`src/rtl/id_decode_buffer_pkg.sv`:
```
// Shared constants and types for the ID-stage decode buffer.
// Opcodes, funct codes, write sizes, immediate formats, decode bundle.
package id_decode_buffer_pkg;

  localparam logic [6:0] OPC_LUI      = 7'b0110111;
  localparam logic [6:0] OPC_AUIPC    = 7'b0010111;
  localparam logic [6:0] OPC_JAL      = 7'b1101111;
  localparam logic [6:0] OPC_JALR     = 7'b1100111;
  localparam logic [6:0] OPC_BRANCH   = 7'b1100011;
  localparam logic [6:0] OPC_LOAD     = 7'b0000011;
  localparam logic [6:0] OPC_STORE    = 7'b0100011;
  localparam logic [6:0] OPC_OP_IMM   = 7'b0010011;
  localparam logic [6:0] OPC_OP       = 7'b0110011;
  localparam logic [6:0] OPC_SYSTEM   = 7'b1110011;
  localparam logic [6:0] OPC_MISC_MEM = 7'b0001111;

  localparam logic [2:0] F3_LB  = 3'd0;
  localparam logic [2:0] F3_LH  = 3'd1;
  localparam logic [2:0] F3_LW  = 3'd2;
  localparam logic [2:0] F3_LBU = 3'd4;
  localparam logic [2:0] F3_LHU = 3'd5;

  localparam logic [2:0] F3_SB = 3'd0;
  localparam logic [2:0] F3_SH = 3'd1;
  localparam logic [2:0] F3_SW = 3'd2;

  localparam logic [2:0] F3_BEQ  = 3'd0;
  localparam logic [2:0] F3_BNE  = 3'd1;
  localparam logic [2:0] F3_BLT  = 3'd4;
  localparam logic [2:0] F3_BGE  = 3'd5;
  localparam logic [2:0] F3_BLTU = 3'd6;
  localparam logic [2:0] F3_BGEU = 3'd7;

  localparam logic [2:0] F3_SLL = 3'd1;
  localparam logic [2:0] F3_SRX = 3'd5;
  localparam logic [2:0] F3_ADD = 3'd0;

  localparam logic [6:0] F7_BASE = 7'h00;
  localparam logic [6:0] F7_ALT  = 7'h20;

  localparam logic [1:0] WRITE_IDLE = 2'd0;
  localparam logic [1:0] WRITE_BYTE = 2'd1;
  localparam logic [1:0] WRITE_HALF = 2'd2;
  localparam logic [1:0] WRITE_WORD = 2'd3;

  localparam logic [2:0] F3_PRIV    = 3'd0;
  localparam logic [2:0] F3_CSRRW   = 3'd1;
  localparam logic [2:0] F3_CSRRS   = 3'd2;
  localparam logic [2:0] F3_CSRRC   = 3'd3;
  localparam logic [2:0] F3_CSR_RSV = 3'd4;
  localparam logic [2:0] F3_CSRRWI  = 3'd5;
  localparam logic [2:0] F3_CSRRSI  = 3'd6;
  localparam logic [2:0] F3_CSRRCI  = 3'd7;

  typedef enum logic [2:0] {
    IMM_NONE,
    IMM_I,
    IMM_S,
    IMM_B,
    IMM_U,
    IMM_J
  } imm_fmt_e;

  typedef struct packed {
    logic [4:0]  rs1;
    logic [4:0]  rs2;
    logic [4:0]  rd;
    logic [2:0]  funct3;
    logic [6:0]  funct7;
    logic        branch;
    logic        jump;
    logic        mem_read;
    logic        mem_to_reg;
    logic        alu_src;
    logic        reg_write;
    logic [1:0]  mem_write;
    logic        csr_we;
    logic        csr_re;
    logic [11:0] csr_addr;
    logic        illegal;
  } dec_t;

endpackage

```
`src/rtl/id_decode_buffer_inst_decode.sv`:
```
// Combinational RV32I + Zicsr decode of one instruction word.
// Produces fields, control bundle, immediate, CSR access, illegal flag.
module id_inst_decode
  import id_decode_buffer_pkg::*;
#(
  parameter int XLEN   = 32,
  parameter bit CSR_EN = 1'b1
) (
  input  logic [31:0]     i_instr,
  output dec_t            o_dec,
  output logic [XLEN-1:0] o_imm
);

  logic [6:0] w_op;
  logic [6:0] w_f7;
  logic [2:0] w_f3;
  logic [4:0] w_rd;
  logic [4:0] w_rs1;
  logic [5:0] w_ctl;
  logic [1:0] w_mw;
  logic       w_bad;
  logic       w_csr;
  logic       w_csr_ok;
  logic       w_rw_op;
  logic       w_sc_op;
  imm_fmt_e   w_fmt;
  logic [31:0] w_imm;

  assign w_op  = i_instr[6:0];
  assign w_rd  = i_instr[11:7];
  assign w_f3  = i_instr[14:12];
  assign w_rs1 = i_instr[19:15];
  assign w_f7  = i_instr[31:25];

  // w_ctl = {branch, jump, mem_read, mem_to_reg, alu_src, reg_write}
  always_comb begin
    w_ctl = '0;
    w_fmt = IMM_NONE;
    w_mw  = WRITE_IDLE;
    w_bad = 1'b0;
    w_csr = 1'b0;
    unique case (1'b1)
      (w_op == OPC_LUI),
      (w_op == OPC_AUIPC): begin
        w_ctl = 6'b000011;
        w_fmt = IMM_U;
      end
      (w_op == OPC_JAL): begin
        w_ctl = 6'b010011;
        w_fmt = IMM_J;
      end
      (w_op == OPC_JALR): begin
        w_ctl = 6'b010011;
        w_fmt = IMM_I;
        w_bad = (w_f3 != F3_ADD);
      end
      (w_op == OPC_BRANCH): begin
        w_ctl = 6'b100000;
        w_fmt = IMM_B;
        w_bad = !(w_f3 inside {F3_BEQ, F3_BNE, F3_BLT,
                               F3_BGE, F3_BLTU, F3_BGEU});
      end
      (w_op == OPC_LOAD): begin
        w_ctl = 6'b001111;
        w_fmt = IMM_I;
        w_bad = !(w_f3 inside {F3_LB, F3_LH, F3_LW,
                               F3_LBU, F3_LHU});
      end
      (w_op == OPC_STORE): begin
        w_ctl = 6'b000010;
        w_fmt = IMM_S;
        case (w_f3)
          F3_SB:   w_mw = WRITE_BYTE;
          F3_SH:   w_mw = WRITE_HALF;
          F3_SW:   w_mw = WRITE_WORD;
          default: w_bad = 1'b1;
        endcase
      end
      (w_op == OPC_OP_IMM): begin
        w_ctl = 6'b000011;
        w_fmt = IMM_I;
        w_bad = (w_f3 == F3_SLL && w_f7 != F7_BASE) ||
                (w_f3 == F3_SRX &&
                 !(w_f7 inside {F7_BASE, F7_ALT}));
      end
      (w_op == OPC_OP): begin
        w_ctl = 6'b000001;
        w_bad = !(w_f7 == F7_BASE ||
                  (w_f7 == F7_ALT &&
                   w_f3 inside {F3_ADD, F3_SRX}));
      end
      (w_op == OPC_SYSTEM): begin
        if (w_f3 != F3_PRIV) begin
          w_ctl = 6'b000001;
          w_csr = 1'b1;
          w_bad = !CSR_EN || (w_f3 == F3_CSR_RSV);
        end
      end
      (w_op == OPC_MISC_MEM): begin
        w_ctl = 6'b000000;
      end
      default: w_bad = 1'b1;
    endcase
    if (i_instr[1:0] != 2'b11) w_bad = 1'b1;
  end

  assign w_csr_ok = w_csr && !w_bad;
  assign w_rw_op  = w_f3 inside {F3_CSRRW, F3_CSRRWI};
  assign w_sc_op  = w_f3 inside {F3_CSRRS, F3_CSRRC,
                                 F3_CSRRSI, F3_CSRRCI};

  always_comb begin
    unique case (w_fmt)
      IMM_I: w_imm = {{20{i_instr[31]}}, i_instr[31:20]};
      IMM_S: w_imm = {{20{i_instr[31]}}, i_instr[31:25],
                      i_instr[11:7]};
      IMM_B: w_imm = {{19{i_instr[31]}}, i_instr[31],
                      i_instr[7], i_instr[30:25],
                      i_instr[11:8], 1'b0};
      IMM_U: w_imm = {i_instr[31:12], 12'h000};
      IMM_J: w_imm = {{11{i_instr[31]}}, i_instr[31],
                      i_instr[19:12], i_instr[20],
                      i_instr[30:21], 1'b0};
      default: w_imm = '0;
    endcase
  end

  assign o_imm = XLEN'($signed(w_imm));

  // An illegal word still flows, but with every side effect suppressed.
  always_comb begin
    o_dec            = '0;
    o_dec.rs1        = w_rs1;
    o_dec.rs2        = i_instr[24:20];
    o_dec.rd         = w_rd;
    o_dec.funct3     = w_f3;
    o_dec.funct7     = w_f7;
    o_dec.branch     = w_ctl[5] && !w_bad;
    o_dec.jump       = w_ctl[4] && !w_bad;
    o_dec.mem_read   = w_ctl[3] && !w_bad;
    o_dec.mem_to_reg = w_ctl[2];
    o_dec.alu_src    = w_ctl[1];
    o_dec.reg_write  = w_ctl[0] && !w_bad && (w_rd != 5'd0);
    o_dec.mem_write  = w_bad ? WRITE_IDLE : w_mw;
    o_dec.csr_we     = w_csr_ok && (w_rw_op || w_rs1 != 5'd0);
    o_dec.csr_re     = w_csr_ok && (w_sc_op || w_rd != 5'd0);
    o_dec.csr_addr   = w_csr_ok ? i_instr[31:20] : 12'h000;
    o_dec.illegal    = w_bad;
  end

endmodule

```
`src/rtl/id_decode_buffer.sv`:
```
// ID-stage front end: instruction FIFO feeding a registered
// decode slot with valid/ready handshake and flush.
module id_decode_buffer
  import id_decode_buffer_pkg::*;
#(
  parameter int DEPTH  = 4,
  parameter int XLEN   = 32,
  parameter bit CSR_EN = 1'b1
) (
  input  logic                     clk,
  input  logic                     rst_n,
  input  logic                     flush,
  input  logic                     if_valid,
  output logic                     if_ready,
  input  logic [31:0]              if_instr,
  input  logic [XLEN-1:0]          if_pc,
  input  logic                     ex_ready,
  output logic                     id_valid,
  output logic [XLEN-1:0]          id_pc,
  output logic [4:0]               rs1,
  output logic [4:0]               rs2,
  output logic [4:0]               rd,
  output logic [2:0]               funct3,
  output logic [6:0]               funct7,
  output logic [XLEN-1:0]          imm,
  output logic                     branch,
  output logic                     jump,
  output logic                     mem_read,
  output logic                     mem_to_reg,
  output logic                     alu_src,
  output logic                     reg_write,
  output logic [1:0]               mem_write,
  output logic                     csr_we,
  output logic                     csr_re,
  output logic [11:0]              csr_addr,
  output logic                     illegal,
  output logic [$clog2(DEPTH):0]   count
);

  localparam int AW = $clog2(DEPTH);
  localparam logic [AW:0] L_DEPTH = (AW+1)'(DEPTH);

  logic [31:0]     r_instr [DEPTH];
  logic [XLEN-1:0] r_pcs   [DEPTH];
  logic [AW-1:0]   r_wptr;
  logic [AW-1:0]   r_rptr;
  logic [AW:0]     r_count;
  logic            r_valid;
  dec_t            r_dec;
  logic [XLEN-1:0] r_imm;
  logic [XLEN-1:0] r_id_pc;

  dec_t            w_dec;
  logic [XLEN-1:0] w_imm;
  logic            w_push;
  logic            w_pop;

  id_inst_decode #(
    .XLEN   (XLEN),
    .CSR_EN (CSR_EN)
  ) u_dec (
    .i_instr (r_instr[r_rptr]),
    .o_dec   (w_dec),
    .o_imm   (w_imm)
  );

  // Readiness depends on registered occupancy only, never on ex_ready.
  assign if_ready = (r_count < L_DEPTH);
  assign w_push   = if_valid && if_ready;
  assign w_pop    = (r_count != '0) && (!r_valid || ex_ready);

  always_ff @(posedge clk) begin
    if (w_push) begin
      r_instr[r_wptr] <= if_instr;
      r_pcs[r_wptr]   <= if_pc;
    end
  end

  always_ff @(posedge clk) begin
    if (!rst_n) begin
      r_wptr  <= '0;
      r_rptr  <= '0;
      r_count <= '0;
      r_valid <= 1'b0;
      r_dec   <= '0;
      r_imm   <= '0;
      r_id_pc <= '0;
    end else if (flush) begin
      r_wptr  <= '0;
      r_rptr  <= '0;
      r_count <= '0;
      r_valid <= 1'b0;
    end else begin
      if (w_push) r_wptr <= r_wptr + 1'b1;
      if (w_pop) begin
        r_rptr  <= r_rptr + 1'b1;
        r_valid <= 1'b1;
        r_dec   <= w_dec;
        r_imm   <= w_imm;
        r_id_pc <= r_pcs[r_rptr];
      end else if (ex_ready) begin
        r_valid <= 1'b0;
      end
      if (w_push && !w_pop) r_count <= r_count + 1'b1;
      else if (!w_push && w_pop) r_count <= r_count - 1'b1;
    end
  end

  assign id_valid   = r_valid;
  assign id_pc      = r_id_pc;
  assign imm        = r_imm;
  assign rs1        = r_dec.rs1;
  assign rs2        = r_dec.rs2;
  assign rd         = r_dec.rd;
  assign funct3     = r_dec.funct3;
  assign funct7     = r_dec.funct7;
  assign branch     = r_dec.branch;
  assign jump       = r_dec.jump;
  assign mem_read   = r_dec.mem_read;
  assign mem_to_reg = r_dec.mem_to_reg;
  assign alu_src    = r_dec.alu_src;
  assign reg_write  = r_dec.reg_write;
  assign mem_write  = r_dec.mem_write;
  assign csr_we     = r_dec.csr_we;
  assign csr_re     = r_dec.csr_re;
  assign csr_addr   = r_dec.csr_addr;
  assign illegal    = r_dec.illegal;
  assign count      = r_count;

endmodule

```
`config.mk`:
```
export PLATFORM = sky130hd
export DESIGN_NAME = id_decode_buffer
export DESIGN_NICKNAME = d
export VERILOG_FILES = /design/src/rtl/id_decode_buffer_pkg.sv /design/src/rtl/id_decode_buffer_inst_decode.sv /design/src/rtl/id_decode_buffer.sv
export SDC_FILE = /design/constraint.sdc
export NUM_CORES = 1
export LEC_CHECK = 0
export BUFFER_PORTS_ARGS = -buffer_cell sky130_fd_sc_hd__buf_2
export CORE_ASPECT_RATIO = 0.6
export CORE_MARGIN = 2
export CORE_UTILIZATION = 45
export CTS_CLUSTER_SIZE = 28
export DETAILED_ROUTE_END_ITERATION = 7
export GPL_ROUTABILITY_DRIVEN = 0
export PLACE_DENSITY = 0.68
export SYNTH_ARGS = -nofsm -noshare
export SYNTH_HDL_FRONTEND = slang
export SYNTH_HIERARCHICAL = 1
export SYNTH_SLANG_ARGS = --single-unit
export TNS_END_PERCENT = 1
```
`constraint.sdc`:
```
create_clock -name clk -period 3.8 [get_ports clk]
set_clock_uncertainty 0.1 [all_clocks]
set_input_delay 0.38 -clock clk [delete_from_list [all_inputs] [get_ports clk]]
set_output_delay 0.38 -clock clk [all_outputs]
set_load 0.02 [all_outputs]
```
### After elaboration in Yosys (flattened, before gate mapping)

Memory sizes are Yosys's and may differ from the RTL's. A register that Yosys moved wholly into a read port is not among the register bits.
Index checks and enable logic that the tools add are counted.

| storage, ports and cells | value |
|---|---|
| logic and storage cells | 129 |
| RAM bits | 256 |
| memories kept | 2 |
| memory bits (read-only) | 0 |
| output and inout bits | 117 |
| latch bits | 0 |
| bits in registers | 88 |

Memory list:

| memory | words | width | read ports | clocked after Yosys merged registers in | wr ports | RTL line | source |
|---|---|---|---|---|---|---|---|
| r_instr | 4 | 32 | 1 | 1 | 1 | id_decode_buffer.sv:43 | `logic [31:0] r_instr [DEPTH];` |
| r_pcs | 4 | 32 | 1 | 1 | 1 | id_decode_buffer.sv:44 | `logic [XLEN-1:0] r_pcs [DEPTH];` |

| cells by class | value |
|---|---|
| order comparisons | 1 |
| muxes and demuxes | 22 |
| shifts and indexed selects | 0 |
| divide/modulo/power cells | 0 |
| bitwise logic cells | 2 |
| reduce and logical (&&, ||, !) cells | 52 |
| $mul | 0 |
| equality and inequality tests | 25 |
| $add $sub $neg | 4 |

Operators with widths:

| kind | number |
|---|---|
| $pmux 32 s5 | 1 |
| $pmux 6 s7 | 1 |
| $eq 7x6->1 const B | 4 |
| $eq 7x7->1 const B | 4 |
| $eq 3x3->1 const B | 6 |
| $logic_and 1x1->1 | 15 |
| $pmux 3 s5 | 1 |
| $reduce_bool 5->1 | 3 |
| $eq 7x5->1 const B | 2 |
| $eq 3x2->1 const B | 4 |
| $mux 12 | 1 |
| $mux 1 | 10 |
| $reduce_bool 2->1 | 5 |
| $logic_not 1->1 | 9 |
| $reduce_or 3->1 | 3 |
| $mux 2 | 4 |
| $pmux 1 s8 | 1 |
| $eq 7x2->1 const B | 1 |
| $eq 7x4->1 const B | 1 |
| $logic_not 7->1 | 1 |
| $reduce_bool 7->1 | 1 |
| $eq 3x1->1 const B | 2 |
| $mux 3 | 2 |
| $pmux 2 s3 | 1 |
| other kinds (14) | 23 |

### Longest topological paths before layout

Gate-level depths: netlist of run 1.

| logic depth | value |
|---|---|
| depth after elaboration | 10 |
| mapped depth | 13 |

### Hierarchy

Netlist of run 1, hierarchy kept.

Modules (own cells, without submodules):

| module | cells an instance | area each (sq um) | instances |
|---|---|---|---|
| id_decode_buffer | 879 | 14271.2 | 1 |
| id_inst_decode | 168 | 1121.1 | 1 |

### Worst setup path after synthesis of run 1

Ideal clock, no wire load.

| timing | value |
|---|---|
| path type | reg-to-reg |
| start point | register r_count[2], in the netlist count[2] |
| end point | memory r_instr[0][0] (enable) |
| path slack | 0.937 ns |
| data arrival time | 2.335 ns |
| setup time | 0.429 ns |
| cell stages (with the launch flop) | 4 |
| buffers on the path | 1 |
| period minus slack after synthesis | 2.863 ns |
| cell sequence | dfxtp_1 nor2b_1 clkbuf_1 and2_1 |

| between the ends | value |
|---|---|
| cells in the longest elaborated chain, start to end | 4 |

Ends and longest elaborated chain:

| item | RTL line | source |
|---|---|---|
| start: declaration | id_decode_buffer.sv:47 | `logic [AW:0] r_count;` |
| start signal: assignment | id_decode_buffer.sv:104 | `if (w_push && !w_pop) r_count <= r_count + 1'b1;` |
| start signal: assignment | id_decode_buffer.sv:105 | `else if (!w_push && w_pop) r_count <= r_count - 1'b1;` |
| $lt 3x3->1 | id_decode_buffer.sv:68 | `assign if_ready = (r_count < L_DEPTH);` |
| $logic_and 1x1->1 | id_decode_buffer.sv:69 | `assign w_push = if_valid && if_ready;` |
| named net w_push | id_decode_buffer.sv:55 | `logic w_push;` |
| $mux 1 | id_decode_buffer.sv:73 | `if (w_push) begin` |
| $mux 1 (implied by the code) | id_decode_buffer.sv:74 | `r_instr[r_wptr] <= if_instr;` |
| end: declaration | id_decode_buffer.sv:43 |  |

The timed path passes the listed nets, and every way through them passes these cells.

==> summary.txt, run 1 <==
Floorplan
  – Cell row count: 52
  – Die height: 147 um
  – Die area: ~36000 um2
  – Die width: approximately 240 um
  – IO Count: 186
  – Core area: 33700 um2
  – Initial Util: between 40% and 50%

Clock network
  – Setup Buffers After CTS: 0
  – Hold-fix buffers at CTS: between 60 and 70
  – Post-cts sizing count: 0
  – H-tree Lvls: 2
  – Clock transition at path regs: ~0.070 ns
  – Clk sink count: 378
  – Clock Path Buffers: 3
  – Clk_lat worst skew: 0.54 ns
  – Root buf cell: clkbuf_16
  – CTS buffer count: 37
  – CTS tree: yes

Power and ir drop
  – Lkg Pwr: ~6.5 nW
  – Combinational share of power: between 20% and 30%
  – P_sw: roughly 0.0043 W
  – Int Power: 0.00826 W
  – Total power: ~0.013 W
  – Clock power frac: between 20 and 30%
  – Flop pwr share: approximately two fifths
  – Sw frac: 34.2%
  – Power per Cell Area: slightly below 700 nW/um2
  – Max VDD drop: between 0.6 and 0.7 mV

STA
  – Tcrit/Tclk final: around 82%
  – Final setup violation count: 0
  – Hold slack: 0.353 ns
  – Worst slew margin: between 20 and 30%
  – Setup TNS: 0 ns
  – Slew @ Worst Pin: between 1 and 1.5 ns
  – Minimum clock period: 3.12 ns
  – RSZ-0062 raised after global routing: false
  – Slew Limit Fails: 0
  – Max Clk Rate: about 0.32 GHz
  – Final hold vios: 0

Global route
  – Initial antenna violation count: 2
  – Vias in the first global route: ~9900
  – Total grt overflow: 0
  – Largest net degree at the start of global routing: 83
  – Tot GR Track Use: a little over a fifth
  – First-pass GRT wire length: between 50 and 60 mm

Synthesis
  – Synth warn: 6
  – Main synth FF type: edfxtp_1
  – Netlist cell types: 57
  – Yosys reg bits: 378
  – Largest area contributor in the netlist: edfxtp_1
  – Post-synth top cells: edfxtp_1 (256), dfxtp_1 (122), a21oi_1 (89)
  – Cells after synthesis: roughly 1000
  – Post-Syn Nets: 1122
  – Number of synthesized flops with an enable pin: around 260
  – Cell with the most instances after synthesis: edfxtp_1
  – Yosys top cell area share: between 40% and 50%
  – Register area share after synthesis: about 66%
  – FFs w/ async S/R, synth: 0%
  – Cell Area, Synth: approximately 15000 um2
  – Synth top area cells: edfxtp_1 (50%), dfxtp_1 (16%), mux4_2 (9.4%)
  – Post-Syn Area per Cell: around 15 um2

Place
  – DP HPWL: 24.7 mm
  – Post-DP Area: around 16000 um2
  – Port bufs: 185

Routing
  – Initial DRT Pass Iterations: 5
  – DRC viols: 0
  – Final wirelength: a little under 40 mm
  – Via/cell ratio: approximately 5.9
  – Number of routed nets with antenna violations: 0
  – Routed via count: 10100
  – Routed length per instance: approximately 23 um
  – First DRT Iteration DRCs: around 1300

Cells and area
  – P&R area growth vs syn: 18.8%
  – Top Registers: r_instr: 128 flops, r_pcs: 128 flops
  – Ratio of cells with drive above 1 in the final layout: between 20% and 30%
  – Post-Layout Inst Area: 18300 um2
  – Layout Nets: 1310

Worst setup path
  – Startpoint Class: flop
  – Arr. time, crit path: ~3.5 ns
  – Delay-heaviest family, CP: simple AND/OR/NAND/NOR gates
  – Critical Path End Type: flop
  – Data required, critical path: 4.15 ns
  – Slowest CP cell: mux4_2
  – Critical path type: flop to flop
  – Worst path max stage delay: 0.70 ns
  – Worst Path Max Fanout: 21
  – CP Cell Sequence: buf_12 -> mux4_2 -> nand2b_1 -> o211ai_1 -> nor2_1 -> and2_1 -> a21o_1 -> nand4_1 -> a21oi_1
  – WP buf/inv: 1

Outcome
  – Status: completed

Flow run
  – Max Cap Viol: 0

Worst hold path
  – Hold Path Class: input pin to flop
[tightest hold or removal path, stage by stage]
cell	delay, ns
buf_2	0.10
nor2b_1	0.23
xnor2_1	0.20
nor2_1	0.05
[metal layers]
layer | up-vias | global-route usage (%) | share of wire, %
met3 | 62 | 5.86 | 9.1
li1 | 4504 | - | -
met1 | 5104 | 32.6 | 46
met4 | 2 | 5.18 | 1.6
met2 | 415 | 30.9 | 43
met5 | - | 0 | 0.036
[layout make-up]
cell class,instances,area [um2]
inverter,8,30.0
fill,2826,15400
antenna,1,2.50
timing repair buffer,274,1800
sequential,378,10100
multi-input combinational,536,4510
tap,459,574
clock buffer,60,1170
clock inverter,8,71.3
[stage by stage]
| stage | util [%] | worst slack [ns] | std cells |
|---|---|---|---|
| 2_1_floorplan | - | 0.937 | 1047 |
| 3_3_place_gp | 48.7 | 0.864 | 1591 |
| 3_5_place_dp | 48.7 | 0.757 | 1591 |
| 4_1_cts | 54.3 | 0.744 | 1723 |
| 5_1_grt | 54.3 | 0.474 | 1723 |
| 6_report | 54.3 | 0.682 | 1724 |
[power groups by stage]
stage	combinational [W]	sequential, W	clock [W]
2_1_floorplan	0.00261	0.00542	0
3_3_place_gp	0.00357	0.00519	0
3_5_place_dp	0.00362	0.00521	0
4_1_cts	0.00367	0.00513	0.00378
5_1_grt	0.00397	0.00517	0.00394
6_report	0.00371	0.00512	0.00371
[path summary, 6_finish.rpt]
path | end | start | cells after the start | slack (ns)
worst min-delay path | r_wptr[0] | if_valid | 4 | 0.35
worst max register to register | imm[30] | flop | 9 | 0.68
worst min register to register | id_pc[22] | id_pc[22] | 2 | 0.36
worst max-delay path | imm[30] | flop | 9 | 0.68
[layout by cell type, fill, tap and decap left out, types with 4 or more instances in the layout]
cell type        n
a21o_1          19
a21oi_1         89
and2_1           9
clkbuf_1        10
mux4_2          64
edfxtp_1       256
dfxtp_1        119
clkinv_2         4
and3_1          10
o2bb2ai_1       33
and3_2           6
clkbuf_16       40
inv_1            5
ha_1             5
a22o_1           5
buf_12           4
clkbuf_8         9
buf_4           21
nor2_1          19
dlygate4sd3_1   64
o31ai_1         82
o21ai_0          7
buf_2          185
nor3_1           7
nand2_1         46
and2_4           4
nand4_1         80
[logic make-up (layout without fill, tap and decap cells)]
family | after synthesis | count (layout) | share of synthesized area, %
xor+xnor | 5 | 5 | 0.285
compound gates | 247 | 247 | 10.9
fa+ha+maj | 6 | 6 | 0.537
buf+inv | 133 | 350 | 5.04
mux | 66 | 66 | 9.49
other cells | 0 | 1 | 0
simple gates | 212 | 212 | 7.98
flops | 378 | 378 | 65.8
No activity file was read; power rests on OpenSTA's default activity.
==> inputs of run 2 (changes only) <==
==> constraint.sdc (replaced) <==
create_clock -name clk -period 3 [get_ports clk]
set_clock_uncertainty 0.1 [all_clocks]
set_input_delay 0.3 -clock clk [delete_from_list [all_inputs] [get_ports clk]]
set_output_delay 0.3 -clock clk [all_outputs]
set_load 0.02 [all_outputs]
==> summary.txt, run 2 (synthesis results as in run 1) <==
Outcome
  – Status: completed (unchanged)

Worst setup path
  – Startpoint Class: flop (unchanged)
  – Data required, critical path: 3.36 ns (was 4.15 ns)
  – Critical path type: flop to flop (unchanged)
  – Worst Path Max Fanout: 21 (unchanged)
  – CP Cell Sequence: buf_12 -> mux4_2 -> nor3b_1 -> a31oi_1 -> o21ai_0 -> a22oi_2 -> buf_12 -> and3_2 -> nand4_1 -> a21oi_1 (was buf_12 -> mux4_2 -> nand2b_1 -> o211ai_1 -> nor2_1 -> and2_1 -> a21o_1 -> nand4_1 -> a21oi_1)
  – Critical Path End Type: flop (unchanged)
  – Worst path max stage delay: 0.71 ns (was 0.70 ns)
  – Most used cell, CP: buf_12
  – Arr. time, crit path: 3.18 ns (was 3.47 ns)
  – Slowest CP cell: mux4_2 (unchanged)

STA
  – Tcrit/Tclk final: 94.1% (was 82.0%)
  – Final setup violation count: 0 (unchanged)
  – RSZ-0062 raised after global routing: true (was false)
  – Setup TNS: 0 ns (unchanged)
  – Minimum clock period: 2.82 ns (was 3.12 ns)
  – Slew @ Worst Pin: 0.943 ns (was 1.10 ns)
  – Slew Limit Fails: 0 (unchanged)
  – Max Clk Rate: 0.354 GHz (was 0.321 GHz)
  – Worst slew margin: 37.2% (was 27.0%)
  – Final hold vios: 0 (unchanged)

Power and ir drop
  – P_sw: 0.00546 W (was 0.00429 W)
  – Flop pwr share: 39.8% (was 40.8%)
  – Sw frac: 33.7% (was 34.2%)
  – Total power: 0.0162 W (was 0.0125 W)
  – Int Power: 0.0108 W (was 0.00826 W)
  – Clock power frac: 30.0% (was 29.6%)
  – Power per Cell Area: 874 nW/um2 (was 686 nW/um2)
  – Max VDD drop: 0.909 mV (was 0.664 mV)
  – Combinational share of power: 30.2% (was 29.6%)
  – Lkg Pwr: 6.67 nW (was 6.55 nW)

Cells and area
  – Most frequent cells in the layout: edfxtp_1 (256), buf_2 (185), dfxtp_1 (119), a21oi_1 (89), o31ai_1 (82) (unchanged)
  – Sequential Area: 10100 um2 (about the same)
  – Top Registers: r_instr: 128 flops, r_pcs: 128 flops (unchanged)
  – P&R area growth vs syn: 20.5% (was 18.8%)
  – # diodes: 0 (was 1)
  – Post-layout util: 55.0% (was 54.3%)
  – Area of the multi-input gates: 4520 um2 (was 4510 um2)
  – Fillcell total: 2790 (was 2826)
  – Commonest non-fill, non-tap cell in the layout: edfxtp_1 (unchanged)
  – Ratio of cells with drive above 1 in the final layout: 29.9% (was 28.6%)
  – Layout Nets: 1327 (was 1310)

Global route
  – Vias in the first global route: 9822 (was 9907)
  – Initial antenna violation count: 1 (was 2)
  – Largest net degree at the start of global routing: 83 (unchanged)
  – Total grt overflow: 0 (unchanged)
  – First-pass GRT wire length: 58.5 mm (was 59.3 mm)
  – Tot GR Track Use: 21.4% (was 21.5%)

Floorplan
  – Core area: 33700 um2 (unchanged)
  – Die width: 243 um (unchanged)
  – IO Count: 186 (unchanged)
  – Cell row count: 52 (unchanged)
  – Die height: 147 um (unchanged)
  – Die area: 35700 um2 (unchanged)
  – Initial Util: 45.7% (unchanged)

Clock network
  – Clk_lat worst skew: 0.53 ns (was 0.54 ns)
  – CTS tree: yes (unchanged)
  – Clk sink count: 378 (unchanged)
  – Clock transition at path regs: 0.06 ns (was 0.07 ns)
  – Root buf cell: clkbuf_16 (unchanged)
  – H-tree Lvls: 2 (unchanged)
  – Setup Buffers After CTS: 0 (unchanged)
  – Clock Path Buffers: 3 (unchanged)
  – CTS buffer count: 37 (unchanged)

Routing
  – Routed via count: 9985 (was 10100)
  – First DRT Iteration DRCs: 1024 (was 1253)
  – Via/cell ratio: 5.75 (was 5.85)
  – Routed length per instance: 22.2 um (was 22.6 um)
  – DRC viols: 0 (unchanged)
  – Initial DRT Pass Iterations: 5 (unchanged)
  – Number of routed nets with antenna violations: 0 (unchanged)
  – Final wirelength: 38.6 mm (was 38.9 mm)

Flow run
  – Max Cap Viol: 0 (unchanged)

Worst hold path
  – Hold Path Class: input pin to flop (unchanged)

Place
  – DP HPWL: 24.5 mm (was 24.7 mm)
  – Port bufs: 185 (unchanged)
## run 2: cell count changes in the layout (fill, tap and decap cells not counted), sizes merged
cell and delta:
clkbuf -4, bufinv +3, clkinv -2, diode -1
clkinvlp +1, buf +17
## run 2: final timing paths
check,start,endpoint,slack [ns],depth (start not counted)
worst min register to register,id_pc[21],id_pc[21],0.36,2
worst max register to register,flop,csr_addr[0],0.18,10
worst max-delay path,flop,csr_addr[0],0.18,10
worst min-delay path,if_valid,r_wptr[0],0.24,5
## run 2: per-stage QoR
stage	hold slack (ns)	instance area, um2	setup WS [ns]	instances
after floorplan	0.299	15400	0.137	1047
after global routing	0.281	18500	-0.00462	1738
after global placement	0.346	16600	0.191	1608
after detailed placement	0.350	16600	0.135	1608
final	0.238	18500	0.177	1738
after CTS	0.216	18500	0.122	1738
## run 2: layout make-up
class	instances	share of cell area (%)
timing repair buffer	291	10.8
sequential	378	54.7
clock inverter	10	0.857
tap	459	3.10
clock buffer	56	6.06
multi-input combinational	536	24.4
inverter	8	0.162
## run 2: metal layers
layer  up-vias  global-route usage (%)  wire (um)
met2       417                    31.3      16800
met1      4977                    31.8      17700
met3        61                    5.74       3510
met5         -                       0          0
li1       4530                       -          -
met4         0                    5.09        553
## run 2: what timing repair did
item,CTS,global route
endpoints found under the setup margin,0,30
hold endpoints to repair,256,0
hold buffers,64,0
gates resized for setup,0,5
## run 2: power groups by stage
stage               clock network (W)  registers [W]  logic (W)
finish                        0.00486        0.00645    0.00490
global route                  0.00517        0.00651    0.00524
CTS                           0.00497        0.00645    0.00485
detailed placement                  0        0.00656    0.00477
global placement                    0        0.00654    0.00472
floorplan                           0        0.00687    0.00331
## run 2: critical path: cells and delay by family (launching register included)
family	cells	cell delay (ns)
buffers and inverters	2	0.39
AO/OA/AOI/OAI	4	0.68
AND/OR/NAND/NOR	3	0.47
flip-flops	1	0.39
multiplexers	1	0.71
